File: src/rtl/memory_stage_pkg.sv
// Shared bus/stage types (common) and memory-stage types plus helpers (pipes).
// Forwarding is enabled in memory_stage by defining MEMORY_STAGE_FWD_EN.
package common;
    typedef logic [63:0] word_t;
    typedef logic [63:0] addr_t;
    typedef logic [31:0] u32;
    typedef logic [7:0]  strobe_t;
    typedef logic [4:0]  creg_addr_t;

    typedef enum logic [1:0] {
        MSIZE1 = 2'd0,
        MSIZE2 = 2'd1,
        MSIZE4 = 2'd2,
        MSIZE8 = 2'd3
    } msize_t;

    typedef struct packed {
        logic    valid;
        addr_t   addr;
        msize_t  size;
        strobe_t strobe;
        word_t   data;
    } dbus_req_t;

    typedef struct packed {
        logic  addr_ok;
        logic  data_ok;
        word_t data;
    } dbus_resp_t;
endpackage

package pipes;
    import common::*;

    typedef struct packed {
        logic   regwrite;
        logic   memread;
        logic   memwrite;
        msize_t memsize;
        logic   zeroextwb;
    } control_t;

    typedef struct packed {
        logic       valid;
        addr_t      pc;
        u32         raw_instr;
        control_t   ctl;
        creg_addr_t ra1;
        creg_addr_t ra2;
        creg_addr_t dst;
        word_t      aluout;
        word_t      memwd;
    } execute_data_t;

    typedef struct packed {
        logic       valid;
        addr_t      pc;
        u32         raw_instr;
        control_t   ctl;
        creg_addr_t ra1;
        creg_addr_t ra2;
        creg_addr_t dst;
        word_t      writedata;
        addr_t      memaddr;
    } memory_data_t;

    typedef struct packed {
        logic       enable;
        creg_addr_t dst;
        word_t      data;
    } fwd_data_t;

    typedef enum logic [1:0] {
        IDLE,
        REQ,
        WAIT,
        HOLD
    } mem_state_t;

    function automatic strobe_t store_strobe(input msize_t size, input logic [2:0] offset);
        strobe_t base;
        base = '0;
        unique case (size)
            MSIZE1: base = 8'h01;
            MSIZE2: base = 8'h03;
            MSIZE4: base = 8'h0F;
            MSIZE8: base = 8'hFF;
        endcase
        return base << offset;
    endfunction

    function automatic logic misaligned(input msize_t size, input logic [2:0] offset);
        logic bad;
        bad = 1'b0;
        unique case (size)
            MSIZE1: bad = 1'b0;
            MSIZE2: bad = offset[0];
            MSIZE4: bad = |offset[1:0];
            MSIZE8: bad = |offset;
        endcase
        return bad;
    endfunction

    function automatic word_t extend(input word_t raw, input msize_t size, input logic zeroext);
        word_t r;
        r = raw;
        unique case (size)
            MSIZE1: r = zeroext ? {56'b0, raw[7:0]}  : {{56{raw[7]}},  raw[7:0]};
            MSIZE2: r = zeroext ? {48'b0, raw[15:0]} : {{48{raw[15]}}, raw[15:0]};
            MSIZE4: r = zeroext ? {32'b0, raw[31:0]} : {{32{raw[31]}}, raw[31:0]};
            MSIZE8: r = raw;
        endcase
        return r;
    endfunction
endpackage

File: src/rtl/memory_stage_readdata.sv
// Load-data alignment: shift the bus word down to the access offset, then extend.
module mem_readdata
    import common::*;
    import pipes::*;
(
    input  word_t      data,
    input  logic [2:0] offset,
    input  msize_t     size,
    input  logic       zeroext,
    output word_t      result
);
    word_t shifted;

    assign shifted = data >> {offset, 3'b000};
    assign result  = extend(shifted, size, zeroext);
endmodule

File: src/rtl/memory_stage.sv
// Memory pipeline stage: ALU pass-through, data-bus load/store FSM, writeback hold.
// Define MEMORY_STAGE_FWD_EN to drive fwdM from the registered result.
module memory_stage
    import common::*;
    import pipes::*;
(
    input  logic          clk,
    input  logic          reset,
    input  execute_data_t dataE,
    output logic          stallE,
    output memory_data_t  dataM,
    input  logic          stallW,
    output dbus_req_t     dreq,
    input  dbus_resp_t    dresp,
    output fwd_data_t     fwdM
);
    mem_state_t    state, state_next;
    execute_data_t req, req_next;
    memory_data_t  dm_next;
    memory_data_t  pass_result;
    memory_data_t  mem_result;
    word_t         load_data;
    logic [2:0]    offset;
    logic          dm_stalled;
    logic          is_mem;

    assign offset     = req.aluout[2:0];
    assign dm_stalled = dataM.valid & stallW;
    assign is_mem     = dataE.ctl.memread | dataE.ctl.memwrite;
    assign stallE     = (state != IDLE) | dm_stalled;

    mem_readdata u_readdata (
        .data    (dresp.data),
        .offset  (offset),
        .size    (req.ctl.memsize),
        .zeroext (req.ctl.zeroextwb),
        .result  (load_data)
    );

    always_ff @(posedge clk or posedge reset) begin
        if (reset) begin
            state <= IDLE;
            req   <= '0;
            dataM <= '0;
        end else begin
            state <= state_next;
            req   <= req_next;
            dataM <= dm_next;
        end
    end

    always_comb begin
        pass_result           = '0;
        pass_result.valid     = dataE.valid;
        pass_result.pc        = dataE.pc;
        pass_result.raw_instr = dataE.raw_instr;
        pass_result.ctl       = dataE.ctl;
        pass_result.ra1       = dataE.ra1;
        pass_result.ra2       = dataE.ra2;
        pass_result.dst       = dataE.dst;
        pass_result.writedata = dataE.aluout;
        pass_result.memaddr   = dataE.aluout;
    end

    always_comb begin
        mem_result           = '0;
        mem_result.valid     = req.valid;
        mem_result.pc        = req.pc;
        mem_result.raw_instr = req.raw_instr;
        mem_result.ctl       = req.ctl;
        mem_result.ra1       = req.ra1;
        mem_result.ra2       = req.ra2;
        mem_result.dst       = req.dst;
        mem_result.writedata = req.ctl.memread ? load_data : '0;
        mem_result.memaddr   = req.aluout;
    end

    always_comb begin
        state_next = state;
        req_next   = req;
        dm_next    = dataM;
        unique case (state)
            IDLE: begin
                // A pass-through result refused by writeback parks in HOLD.
                if (dm_stalled) begin
                    state_next = HOLD;
                end else if (dataE.valid && is_mem) begin
                    if (misaligned(dataE.ctl.memsize, dataE.aluout[2:0])) begin
                        dm_next              = pass_result;
                        dm_next.writedata    = '0;
                        dm_next.ctl.regwrite = 1'b0;
                        state_next           = HOLD;
                    end else begin
                        req_next   = dataE;
                        dm_next    = '0;
                        state_next = REQ;
                    end
                end else if (dataE.valid) begin
                    dm_next = pass_result;
                end else begin
                    dm_next = '0;
                end
            end
            REQ: begin
                if (dresp.addr_ok) begin
                    if (dresp.data_ok) begin
                        dm_next    = mem_result;
                        state_next = HOLD;
                    end else begin
                        state_next = WAIT;
                    end
                end
            end
            WAIT: begin
                if (dresp.data_ok) begin
                    dm_next    = mem_result;
                    state_next = HOLD;
                end
            end
            HOLD: begin
                if (!stallW) begin
                    dm_next    = '0;
                    state_next = IDLE;
                end
            end
        endcase
    end

    always_comb begin
        dreq        = '0;
        dreq.valid  = (state == REQ);
        dreq.addr   = req.aluout;
        dreq.size   = req.ctl.memsize;
        dreq.strobe = req.ctl.memwrite ? store_strobe(req.ctl.memsize, offset) : '0;
        dreq.data   = req.memwd << {offset, 3'b000};
    end

`ifdef MEMORY_STAGE_FWD_EN
    assign fwdM.enable = dataM.valid & dataM.ctl.regwrite & (dataM.dst != '0);
    assign fwdM.dst    = dataM.dst;
    assign fwdM.data   = dataM.writedata;
`else
    assign fwdM = '0;
`endif
endmodule
File: config.mk
export PLATFORM = sky130hd
export DESIGN_NAME = memory_stage
export DESIGN_NICKNAME = d
export VERILOG_FILES = /design/src/rtl/memory_stage_pkg.sv /design/src/rtl/memory_stage_readdata.sv /design/src/rtl/memory_stage.sv
export SDC_FILE = /design/constraint.sdc
export NUM_CORES = 2
export LEC_CHECK = 0
export CAP_MARGIN = 15
export CORE_AREA = 2 2 299 301
export CTS_CLUSTER_DIAMETER = 50
export DETAILED_ROUTE_END_ITERATION = 10
export DIE_AREA = 0 0 301 303
export GPL_TIMING_DRIVEN = 0
export PLACE_DENSITY = 0.62
export SLEW_MARGIN = 20
export SYNTH_ARGS = -nofsm -noshare
export SYNTH_HDL_FRONTEND = slang
export SYNTH_HIERARCHICAL = 1
export SYNTH_SLANG_ARGS = --single-unit
File: constraint.sdc
create_clock -name clk -period 20.4 [get_ports clk]
set_input_delay 3.06 -clock clk [delete_from_list [all_inputs] [get_ports clk]]
set_output_delay 3.06 -clock clk [all_outputs]
set_load 0.03 [all_outputs]
# After elaboration in Yosys (flattened, before gate mapping)
# Cells that the tools add are included.
classes:
  eq_ne: 14
  reduce_logical: 10
  n_mux: 27
  n_bitwise: 5
  n_shift: 3
ops:
  columns: ["operator", "count"]
  rows:
  - ["two-way mux 246 bit", 7]
  - ["case mux 246 bit (4 select lines)", 1]
  - ["two-way mux 64 bit", 4]
  - ["case mux 64 bit (4 select lines)", 1]
  - ["left shift 64 x 6 -> 64 bit", 1]
  - ["right shift 64 x 6 -> 64 bit", 1]
  - ["case mux 8 bit (4 select lines)", 1]
  - ["== test 2 bit (second input constant)", 6]
  - ["two-way mux 2 bit", 6]
  - ["two-way mux 8 bit", 1]
  - ["case mux 2 bit (4 select lines)", 1]
  - ["AND reduction 4 bit", 2]
  - ["left shift 8 x 3 -> 8 bit", 1]
  - ["== test 2 x 1 -> 1 bit (second input constant)", 3]
  - ["zero test 2 bit", 3]
  - ["inequality test 2 bit (second input constant)", 3]
  - ["two-way mux 1 bit", 4]
  - ["case mux 1 bit (4 select lines)", 1]
  - ["inequality test 3 bit (second input constant)", 1]
  - ["AND reduction 3 bit", 1]
  - ["OR reduction 3 bit", 1]
  - ["inequality test 2 x 1 -> 1 bit (second input constant)", 1]
  - ["NOT 1 bit", 2]
  - ["bitwise OR 1 bit", 2]
  - ["other kinds (4)", 4]
totals:
  out_inout_bits: 456
  inputBits: 315
  register_bits: 494

# Longest topological paths before layout
logic_depth:
  word_depth: 9
  depth_mapped: 9
  depth_no_buf: 6

# Hierarchy
# Netlist, hierarchy kept.
modules_own_cells:
  columns: ["module", "cells_each", "instances", "area_per_inst_um2"]
  rows:
  - ["memory_stage", 2110, 1, 23497.5]
  - ["mem_readdata", 258, 1, 2543.7]

# Worst setup path before layout
# No wires, ideal clock.
synth_timing:
  path_type: "in2out"
  from: "input port stallW"
  to: "output port stallE"
  arrival_time_ns: 3.531
  slack_ns: 13.809
  n_path_buf: 0
  required_time_ns: 17.340
  path_stages: 2
  cell_sequence: "a21boi_0 > inv_1"
synth_between:
  elab_chain_cells: 2
synth_rtl:
  columns: ["item", "line", "text"]
  rows:
  - ["start, declared", "memory_stage.sv:12", "input logic stallW,"]
  - ["bitwise AND 1 bit", "memory_stage.sv:28", "assign dm_stalled = dataM.valid & stallW;"]
  - ["bitwise OR 1 bit", "memory_stage.sv:30", "assign stallE = (state != IDLE) | dm_stalled;"]
  - ["end, declared", "memory_stage.sv:10", "output logic stallE,"]
# Every way passes these cells.

# Worst setup path in the final report
# Ends and elaborated chain as after synthesis.

==> results.py <==
metrics = {
    "worst_setup_path": {
        "r2r_cells": 8,
        "worstSetupPathType": "in -> out",
        "regToRegStartpoint": "state[1]",
        "end_kind": "output pin",
        "crit_fanout": 4,
        "start_kind": "input pin",
        "timing.rr.end": "dataM[127]",
        "ff2ff_setup_slack_ns": 17.28,
        "required_ns": 17.34,
        "cp.arrival_ns": 4.72,
    },
    "floorplanning": {
        "die_area_sq_mm": 0.0912,
        "design.core.area_sq_mm": 0.0880,
        "initial_core_util_pct": 29.6,
        "die_w_um": 301,
        "ioPinCount": 771,
        "die_height_um": 303,
        "core.rowCount": 109,
    },
    "power_and_ir_drop": {
        "p_leak_nw": 15.8,
        "clkPwrFrac_pct": 18.0,
        "power_frac_comb_pct": 58.3,
        "p_per_area_mw_per_mm2": 208,
        "p_int_mw": 4.15,
        "power_switching_mw": 3.72,
        "swShare_pct": 47.3,
        "seqPwrFrac_pct": 23.7,
        "ir_drop_mv": 0.107,
    },
    "clocking": {
        "cts_tree": "built",
        "clock_latency_ns": 0.63,
        "root_buffer": "clkbuf_16",
        "htree_levels": 3,
        "cts_buffers": 80,
        "clkTransAtPathRegs_ns": 0.05,
        "ctsHoldBuffers": 0,
        "cts_setup_buffers": 0,
        "cts_resized": 0,
        "cts_sinks": 494,
        "cts_buffer_depth": 3,
    },
    "logic_synthesis": {
        "yosysWarnings": 6,
        "synth.area.top_cells": "dfrtp_1 47%, mux2_1 11%, a32oi_1 6.1%, a21oi_1 5.3%, nor2_1 4.3%",
        "ys_seq_area_share_pct": 47.5,
        "yosysMostFrequentCell": "dfrtp_1",
        "netlist_instances": 2368,
        "synth_top_cell_by_area": "dfrtp_1",
        "syn_avg_cell_area_sq_um": 11.0,
        "synthesis.area_sq_mm": 0.0260,
        "synth_common_cells": "494 x dfrtp_1, 300 x nor2_1, 275 x a21oi_1",
        "async_reset_ff_share_pct": 100,
        "synthDistinctLibCells": 54,
        "synth-edff-count": 0,
        "synth_top_cell_area_share_pct": 47.5,
        "ys_ff_latch": 494,
        "ys.flop_type": "dfrtp_1",
    },
    "placement": {
        "pre_cts_ws_ns": 12.64,
        "hpwl_um": 88200,
        "place.gp.congestion": 0.933,
        "io_buffers": 700,
        "placed_area_sq_mm": 0.0349,
    },
    "timing": {
        "maxSlewViolCount": 0,
        "finalHoldViolations": 0,
        "final.setup.tns_ns": 0,
        "worst_slew_pin_slew_ns": 1.08,
        "fmax_mhz": 129,
        "skew_ns": 0.0468,
        "layout_setup_ws_ns": 12.62,
        "min_period_ns": 7.78,
        "rsz0062_at_grt": "no",
        "finalSetupViolations": 0,
        "min_period_over_period_pct": 38.1,
        "relSlewSlack_pct": 27.7,
    },
    "global_route": {
        "grt_pass1_wl_um": 164000,
        "grt_pass1_vias": 23500,
        "grt_antenna_before_repair": 20,
        "grt_max_degree": 101,
        "gr-usage-all-layers_pct": 24.3,
        "grt_overflow": 0,
    },
    "final_layout": {
        "fin_util_pct": 43.0,
        "seqCellArea_sq_mm": 0.0124,
        "fill_cells": 8453,
        "design_area_sq_mm": 0.0378,
        "drive_gt1_share_pct": 16.5,
        "area.growth.synth_to_final_pct": 45.1,
        "multiInputGateArea_sq_mm": 0.0116,
        "finalNetCount": 3544,
    },
    "route": {
        "drt_iter0_drc": 1538,
        "vias": 23000,
        "dr.pass1.iters": 7,
        "wl_per_cell_um": 25.6,
        "wl_um": 114000,
        "drc": 0,
        "ant_nets": 0,
        "via_per_inst": 5.14,
    },
    "min_path": {
        "min_to": "mem_result[134]",
        "hold_depth": 1,
        "hold_class": "reg -> reg",
        "min_from": "mem_result[134]",
    },
    "status": {
        "outcome": "complete, no violations",
    },
    "flow_run": {
        "maxCapViolCount": 0,
    },
}
## per-layer routing
metal	global-route usage [%]	wire, um
met1	29.1	44900
met2	40.9	55300
met3	7.73	10300
met4	8.84	3750
met5	0	101
## flip-flops by register name, summed over array words and instances, names as in the netlist
register	count
dataM	246
dreq	66
mem_result	116
req	64
state	2
## worst max path at each step
stage / startpoint / end / slack, ns / cells after the start
3_3_place_gp: reset / dataM[96] / -3.61 / 2
5_1_grt: stallW / stallE / 12.54 / 4
4_1_cts: stallW / stallE / 12.64 / 4
6_report: stallW / stallE / 12.62 / 4
2_1_floorplan: reset / dataM[0] / 3.55 / 1
3_5_place_dp: stallW / stallE / 12.64 / 4
## layout by cell type, fill, tap and decap left out, types with 6 or more instances in the layout
cell type	netlist	routed
mux2_2	37	37
buf_6	43	43
a32oi_1	180	180
nand2_1	66	66
o2bb2ai_1	9	9
mux2_1	247	247
clkbuf_1	78	82
buf_4	138	138
o22ai_1	17	17
nor2b_1	11	11
clkinv_2	0	6
nand4_2	25	25
nand2b_1	6	6
conb_1	1	70
buf_1	13	13
bufinv_16	0	7
a21oi_1	275	275
diode_2	0	13
inv_8	0	6
clkbuf_16	0	81
a22oi_1	81	81
dfrtp_1	494	494
buf_2	89	89
clkdlybuf4s50_1	0	700
clkbuf_8	0	10
inv_1	8	7
nand3_1	10	10
inv_6	0	14
clkinv_4	0	7
nand3_2	10	10
mux2i_1	89	89
o21ai_1	9	9
mux4_2	35	35
o21ai_0	30	30
clkinvlp_4	0	8
and2_1	15	15
nor2_1	300	300
nand4_1	8	8
## kinds of logic (layout without fill, tap and decap cells)
logic type / Yosys count / in the layout / synth area share [%]
AOI/OAI and AO/OA: 624 / 624 / 16.0
DFF: 494 / 494 / 47.5
and+or+nand+nor: 465 / 465 / 8.43
muxes: 410 / 410 / 18.8
buffers and inverters: 369 / 1222 / 8.98
adders and majority gates: 5 / 5 / 0.240
other: 1 / 83 / 0.0144
## per-stage QoR
stage               power (mW)  std cells  hold slack, ns
finish                    7.86       4468           0.482
global route              8.30       4460           0.494
CTS                       7.91       4455           0.486
detailed placement        6.45       4307           0.475
global placement          6.41       4302           0.467
floorplan                 4.57       2437           0.439
## critical path, stage by stage
cell	delay [ns]
clkdlybuf4s50_1	0.45
a21boi_0	0.35
inv_1	0.16
clkdlybuf4s50_1	0.69
## cell type report
type / count / share of cell area, %
Sequential cell: 494 / 32.7
Multi-Input combinational cell: 1574 / 30.7
Timing Repair Buffer: 705 / 18.9
Buffer: 361 / 6.11
Clock buffer: 97 / 5.79
Tap cell: 1165 / 3.86
Clock inverter: 51 / 1.69
Inverter: 8 / 0.0993
Antenna cell: 13 / 0.0861
## power groups by stage
| stage | clock (mW) | sequential, mW | combinational, mW |
|---|---|---|---|
| floorplan | 0 | 2.21 | 2.36 |
| finish | 1.42 | 1.86 | 4.58 |
| detailed placement | 0 | 1.87 | 4.58 |
| global placement | 0 | 1.86 | 4.55 |
| global route | 1.49 | 1.92 | 4.88 |
| CTS | 1.45 | 1.86 | 4.61 |
Note: power is estimated with default switching activity, not from simulation.
